### config.mk
export PLATFORM = sky130hd
export DESIGN_NAME = start_for_fifo_param
export DESIGN_NICKNAME = d
export VERILOG_FILES = /design/src/rtl/start_for_fifo_param.sv
export SDC_FILE = /design/constraint.sdc
export NUM_CORES = 1
export LEC_CHECK = 0
export CAP_MARGIN = 25
export CORE_AREA = 2 2 39 41
export DETAILED_ROUTE_END_ITERATION = 7
export DIE_AREA = 0 0 41 43
export GPL_TIMING_DRIVEN = 1
export RECOVER_POWER = 25
export SYNTH_ARGS = -nofsm -noshare
export SYNTH_HDL_FRONTEND = slang
export SYNTH_SLANG_ARGS = --single-unit
### constraint.sdc
create_clock -name clk -period 1.8 [get_ports clk]
set_input_delay 0.27 -clock clk [delete_from_list [all_inputs] [get_ports clk]]
set_output_delay 0.27 -clock clk [all_outputs]
set_load 0.1 [all_outputs]
### src/rtl/start_for_fifo_param.sv
// Shift-register FIFO for HLS start/token and small streaming channels, first-word-fall-through.
// Flags are registered from the next occupancy. Writes while full and reads while empty are dropped.
module start_for_fifo_param #(
  parameter int DATA_WIDTH   = 1,
  parameter int DEPTH        = 2,
  parameter int ADDR_WIDTH   = 1,
  parameter int AFULL_THRESH = 1
) (
  input  logic                  clk,
  input  logic                  reset,
  input  logic                  flush,
  input  logic [DATA_WIDTH-1:0] if_din,
  input  logic                  if_write,
  input  logic                  if_write_ce,
  output logic                  if_full_n,
  output logic [DATA_WIDTH-1:0] if_dout,
  input  logic                  if_read,
  input  logic                  if_read_ce,
  output logic                  if_empty_n,
  output logic [ADDR_WIDTH:0]   if_count,
  output logic                  if_almost_full
);

  localparam logic [ADDR_WIDTH:0] DEPTH_C = (ADDR_WIDTH+1)'(DEPTH);
  localparam logic [ADDR_WIDTH:0] AFULL_C = (ADDR_WIDTH+1)'(AFULL_THRESH);
  localparam logic [ADDR_WIDTH:0] ONE_C   = (ADDR_WIDTH+1)'(1);

  logic [DATA_WIDTH-1:0] sreg_q [DEPTH];
  logic [ADDR_WIDTH:0]   count_q, count_d;
  logic                  empty_n_q, full_n_q, afull_q;
  logic                  wr_acc, rd_acc;
  logic [ADDR_WIDTH-1:0] rd_addr;
  logic [DATA_WIDTH-1:0] dout;

  // Accept terms look only at registered flags, so a full FIFO never takes a write
  // even when a read frees a slot in the same cycle.
  assign wr_acc = if_write & if_write_ce & full_n_q;
  assign rd_acc = if_read  & if_read_ce  & empty_n_q;

  always_comb begin
    count_d = count_q;
    if (wr_acc && !rd_acc) begin
      count_d = count_q + ONE_C;
    end else if (rd_acc && !wr_acc) begin
      count_d = count_q - ONE_C;
    end
  end

  always_ff @(posedge clk) begin
    if (reset || flush) begin
      count_q   <= '0;
      empty_n_q <= 1'b0;
      full_n_q  <= 1'b1;
      afull_q   <= 1'b0;
    end else begin
      count_q   <= count_d;
      empty_n_q <= (count_d != '0);
      full_n_q  <= (count_d != DEPTH_C);
      afull_q   <= (count_d >= AFULL_C);
    end
  end

  // Data registers carry no reset; occupancy alone decides what is valid.
  always_ff @(posedge clk) begin
    if (wr_acc) begin
      for (int i = DEPTH - 1; i > 0; i--) begin
        sreg_q[i] <= sreg_q[i-1];
      end
      sreg_q[0] <= if_din;
    end
  end

  assign rd_addr = (count_q == '0) ? '0 : ADDR_WIDTH'(count_q - ONE_C);

  always_comb begin
    dout = '0;
    for (int i = 0; i < DEPTH; i++) begin
      if (rd_addr == ADDR_WIDTH'(i)) begin
        dout = sreg_q[i];
      end
    end
  end

  assign if_dout        = dout;
  assign if_count       = count_q;
  assign if_empty_n     = empty_n_q;
  assign if_full_n      = full_n_q;
  assign if_almost_full = afull_q;

endmodule

# Word-level counts from Yosys, hierarchy flattened
# Memory sizes are Yosys's and may differ from the RTL's.
# Cells that the tools add are included.
dict set report op_classes {
  n_bitwise 4
  order_cmp 1
  eq_ne 1
  n_reduce_logical 7
  add_sub_neg 2
  mux 6
}
# op count
set ops {}
lappend ops {{$and A1 B1 Y1} 4}
lappend ops {{$mux W1} 4}
lappend ops {{$mux W2} 2}
lappend ops {{$add A2 B1 Y2 const B} 1}
lappend ops {{$ge A2 B1 Y1 const B} 1}
lappend ops {{$logic_and A1 B1 Y1} 2}
lappend ops {{$logic_not A1 Y1} 2}
lappend ops {{$logic_not A2 Y1} 1}
lappend ops {{$ne A2 B2 Y1 const B} 1}
lappend ops {{$reduce_bool A2 Y1} 1}
lappend ops {{$sub A2 B1 Y2 const B} 1}
lappend ops {{$logic_or A1 B1 Y1} 1}
dict set report word_totals {
  reg_bits 5
  mem_bits_rw 2
  mem_count 1
  inputBits 8
}
# name words width read_ports rd_clocked_by_memory_dff wr line_no
set memory_table {}
lappend memory_table {sreg_q 2 1 2 0 2 28} ;# logic [DATA_WIDTH-1:0] sreg_q [DEPTH];

# Logic depth before layout (Yosys ltp)
dict set report depth {
  ltp_word 7
  mapped_depth 5
}

# Least setup slack after synthesis
# Ideal clock, no wire load.
dict set report synth_timing {
  kind {reg-to-reg}
  startpoint {register count_q[0] (netlist: if_count[0])}
  endpoint {register full_n_q (netlist: if_full_n)}
  path_buffers 0
  setup_slack_ps -461
  required_time_ps 1680
  arrival_ps 2142
  synth_period_minus_slack_ps 2261
  path_stages_with_launch 5
  cell_sequence {dfxtp_1 > inv_1 > ha_1 > mux2_4 > a211o_1}
}
dict set report synth_between {
  elab_chain_len 4
}
# element line_no
set synth_lines {}
lappend synth_lines {{start: declaration} 29} ;# logic [ADDR_WIDTH:0] count_q, count_d;
lappend synth_lines {{start signal: assignment} 56} ;# count_q <= count_d;
lappend synth_lines {{$sub A2 B1 Y2} --}
lappend synth_lines {{$mux W2} 44} ;# end else if (rd_acc && !wr_acc) begin
lappend synth_lines {{$mux W2 (*)} 42} ;# if (wr_acc && !rd_acc) begin
lappend synth_lines {{$ne A2 B2 Y1 (*)} 58} ;# full_n_q <= (count_d != DEPTH_C);
lappend synth_lines {{end signal: assignment} 58}
lappend synth_lines {{end: declaration} 30} ;# logic empty_n_q, full_n_q, afull_q;
# Mark *: on every way between the ends. The rest lies on a longest branch, timed or not.
# A chain may end at the register's enable or synchronous reset.

# Worst setup path after layout
dict set report layout_timing {
  startpoint {register count_q[0] (netlist: if_count[0])}
  endpoint {output port if_dout}
}
dict set report layout_between {
  elab_chain_len 3
}
# element line_no
set layout_lines {}
lappend layout_lines {{$sub A2 B1 Y2 / $logic_not A2 Y1 (equally long branches)} 73} ;# assign rd_addr = (count_q == '0) ? '0 : ADDR_WIDTH'(count_q - ONE_C);
lappend layout_lines {{$mux W1 (*)} 73}
lappend layout_lines {{$mux W1 (*)} 78} ;# if (rd_addr == ADDR_WIDTH'(i)) begin
lappend layout_lines {{end: declaration} 16} ;# output logic [DATA_WIDTH-1:0] if_dout,
# Marks and branches as above.

==> results.txt <==
outcome: complete, no violations
Worst setup EP type: output port
Via density: 4.349
Area Growth Syn to Fin: 58.20%
CTS Hold Buffers Added: 0
Worst Path Required: 1530 ps
Buffers on Ports: 13
Fin. Hold Viols: 0
fin. max-slew vios: 0
DR WL/cell: 10.10 um
row cnt: 14
CTS tree: done
CP max FO: 6
CTS Buffer Depth: 2
crit share post-route: 0.9160
synth cell count leaders: 4 x dfxtp_1, 3 x nor2_1
Seq/Total Area, Yosys: 0.4375
core area: 1384 um2
most frequent cell after synthesis: dfxtp_1
DRT Wirelength: 636 um
pin count of the biggest net entering global routing: 7
Setup crit start kind: flop
layout cells sized above 1: 0.4255
worst hold path class: reg -> reg
Worst Max-Slew Pin Slew: 303.0 ps
power density cells: 769.2 nW/um2
Compound-Gate Fraction of Synth Area: 0.1367
gr usage total: 0.09538
yosys warns: 0
Post-Syn Nets: 40
chip width: 41 um
die area: 1763 um2
main combinational cell family by area after synthesis: simple AND/OR/NAND/NOR gates
initial antenna violation count: 0
placed wire-length estimate: 513.2 um
Routability Congestion: 0.6390
Skew-Pair Late Insertion Delay: 250 ps
skew final: 2.729 ps
Slew HR: 0.7965
setup TNS: 0 ps
Peak Freq: 606.5 MHz
VDD IR max: 0.1889 mV
Remaining DRCs: 0
crit path DAT: 1380 ps
htree depth: 1
Die Y: 43 um
I/O pin cnt: 14
Post-Synth Simple-Gate Area: 0.2031
clock root cell: clkbuf_4
LEAKAGE: 0.1927 nW
Syn Inst Count: 31
final net count: 57
area leader, netlist: dfxtp_1
CTS Buf Count: 3
DRT iter0 DRCs: 2
Reg clk slew, reported paths: 50 ps
XOR/XNOR share of the synthesized area: 0.05469
Synth area leaders: dfxtp_1 25%, edfxtp_1 19%, xnor2_1 5.5%
placed cell area: 480.5 um2
Syn Area/Cell: 10.33 um2
Overall Power: 0.3898 mW
vias in the first global route: 274
first-pass GRT wire length: 1.076 mm
# clock sinks: 6
Worst Setup Path Type: reg -> out
asr flop ratio synth: 0
register bit total from synthesis: 6
# diodes: 0
Post-CTS Resized: 0
synthesized-area fraction occupied by adder cells: 0.03906
post-synthesis cell area: 320.3 um2
Synth cell types: 22
Max Cap Viol: 0
Routed Antenna Nets: 0
Setup Buffers After CTS: 0
design area: 506.7 um2
final setup vio count: 0
Tmin final: 1649 ps
global route overflow: 0
drt first pass iters: 2
mux contribution to synthesized area: 0.08203
Initial Utilization: 0.2315
EDFF count, synth: 2
RSZ-0062 raised after global routing: false
DR vias: 274
Yosys top cell area share: 0.2500
ys flop type: dfxtp_1
## cell usage in the layout, fill, tap and decap left out
cell type / count
clkdlybuf4s50_1: 6
buf_4: 4
nor2_1: 3
clkbuf_4: 3
dfxtp_2: 3
inv_1: 2
nand3_1: 2
nand2_2: 2
xnor2_1: 2
buf_12: 2
edfxtp_1: 2
nand3_2: 1
mux2_2: 1
and3_4: 1
mux2_4: 1
a21oi_1: 1
or2_2: 1
a211o_1: 1
o21ai_0: 1
a221oi_1: 1
nand2_1: 1
a211oi_1: 1
a311oi_1: 1
ha_1: 1
clkbuf_1: 1
dfxtp_4: 1
dlygate4sd3_1: 1
## registers in the layout (all words and copies together), names as in the netlist
register / flops
sreg_q: 2
if_almost_full: 1
if_count: 2
if_full_n: 1
## cells by family (layout without fill, tap and decap cells)
family / count (synthesis) / after routing
AOI/OAI and AO/OA: 6 / 6
and+or+nand+nor: 11 / 11
xor gates and xnor gates: 2 / 2
adders and majority gates: 1 / 1
buffers and inverters: 3 / 19
muxes: 2 / 2
DFF: 6 / 6
## critical path: stages, from the launching register on
cell     delay, ps
dfxtp_4        350
inv_1           90
ha_1           160
mux2_2         360
buf_12         170
## routing by layer
layer / GRT usage / vias to the layer above / wire [um]
li1: - / 142 / -
met1: 0.1029 / 122 / 255
met2: 0.1313 / 8 / 331
met3: 0.03141 / 2 / 33
met4: 0.1000 / 0 / 15
met5: 0 / - / 0
## report_power, final
group	internal, mW	leakage, nW	switching (mW)	total [mW]
Combinational	0.0393	0.125	0.0643	0.104
Clock	0.0841	0.0150	0.0508	0.135
Sequential	0.146	0.0525	0.00527	0.151
Total	0.269	0.193	0.120	0.390
## through the flow
stage          utilization  instances  setup slack [ps]  hold WS, ps
5_1_grt             0.3662         63             77.23        482.5
2_1_floorplan            -         31             44.41        368.9
3_3_place_gp        0.3472         59             95.56        450.2
3_5_place_dp        0.3472         59             80.80        447.5
6_report            0.3662         63             151.2        453.9
4_1_cts             0.3662         63             127.8        461.9
## path summary, 6_finish.rpt
kind                                        startpoint                endpoint  slack [ps]  cells after the start
worst min register to register  sreg_q[0][0]$_DFFE_PP_  sreg_q[0][1]$_DFFE_PP_         450                      0
worst max-delay path            if_count[0]$_SDFF_PP0_                 if_dout         150                      4
worst min-delay path            sreg_q[0][0]$_DFFE_PP_  sreg_q[0][1]$_DFFE_PP_         450                      0
worst max register to register  if_count[0]$_SDFF_PP0_    if_full_n$_SDFF_PP1_         290                      4
## cell type report
| class | count | area (um2) |
|---|---|---|
| fill | 149 | 877.1 |
| multi-input combinational | 22 | 165.2 |
| sequential | 6 | 147.6 |
| timing repair buffer | 13 | 140.1 |
| clock buffer | 4 | 26.28 |
| tap | 16 | 20.02 |
| inverter | 2 | 7.507 |
Power figures use the tool's default switching activity.
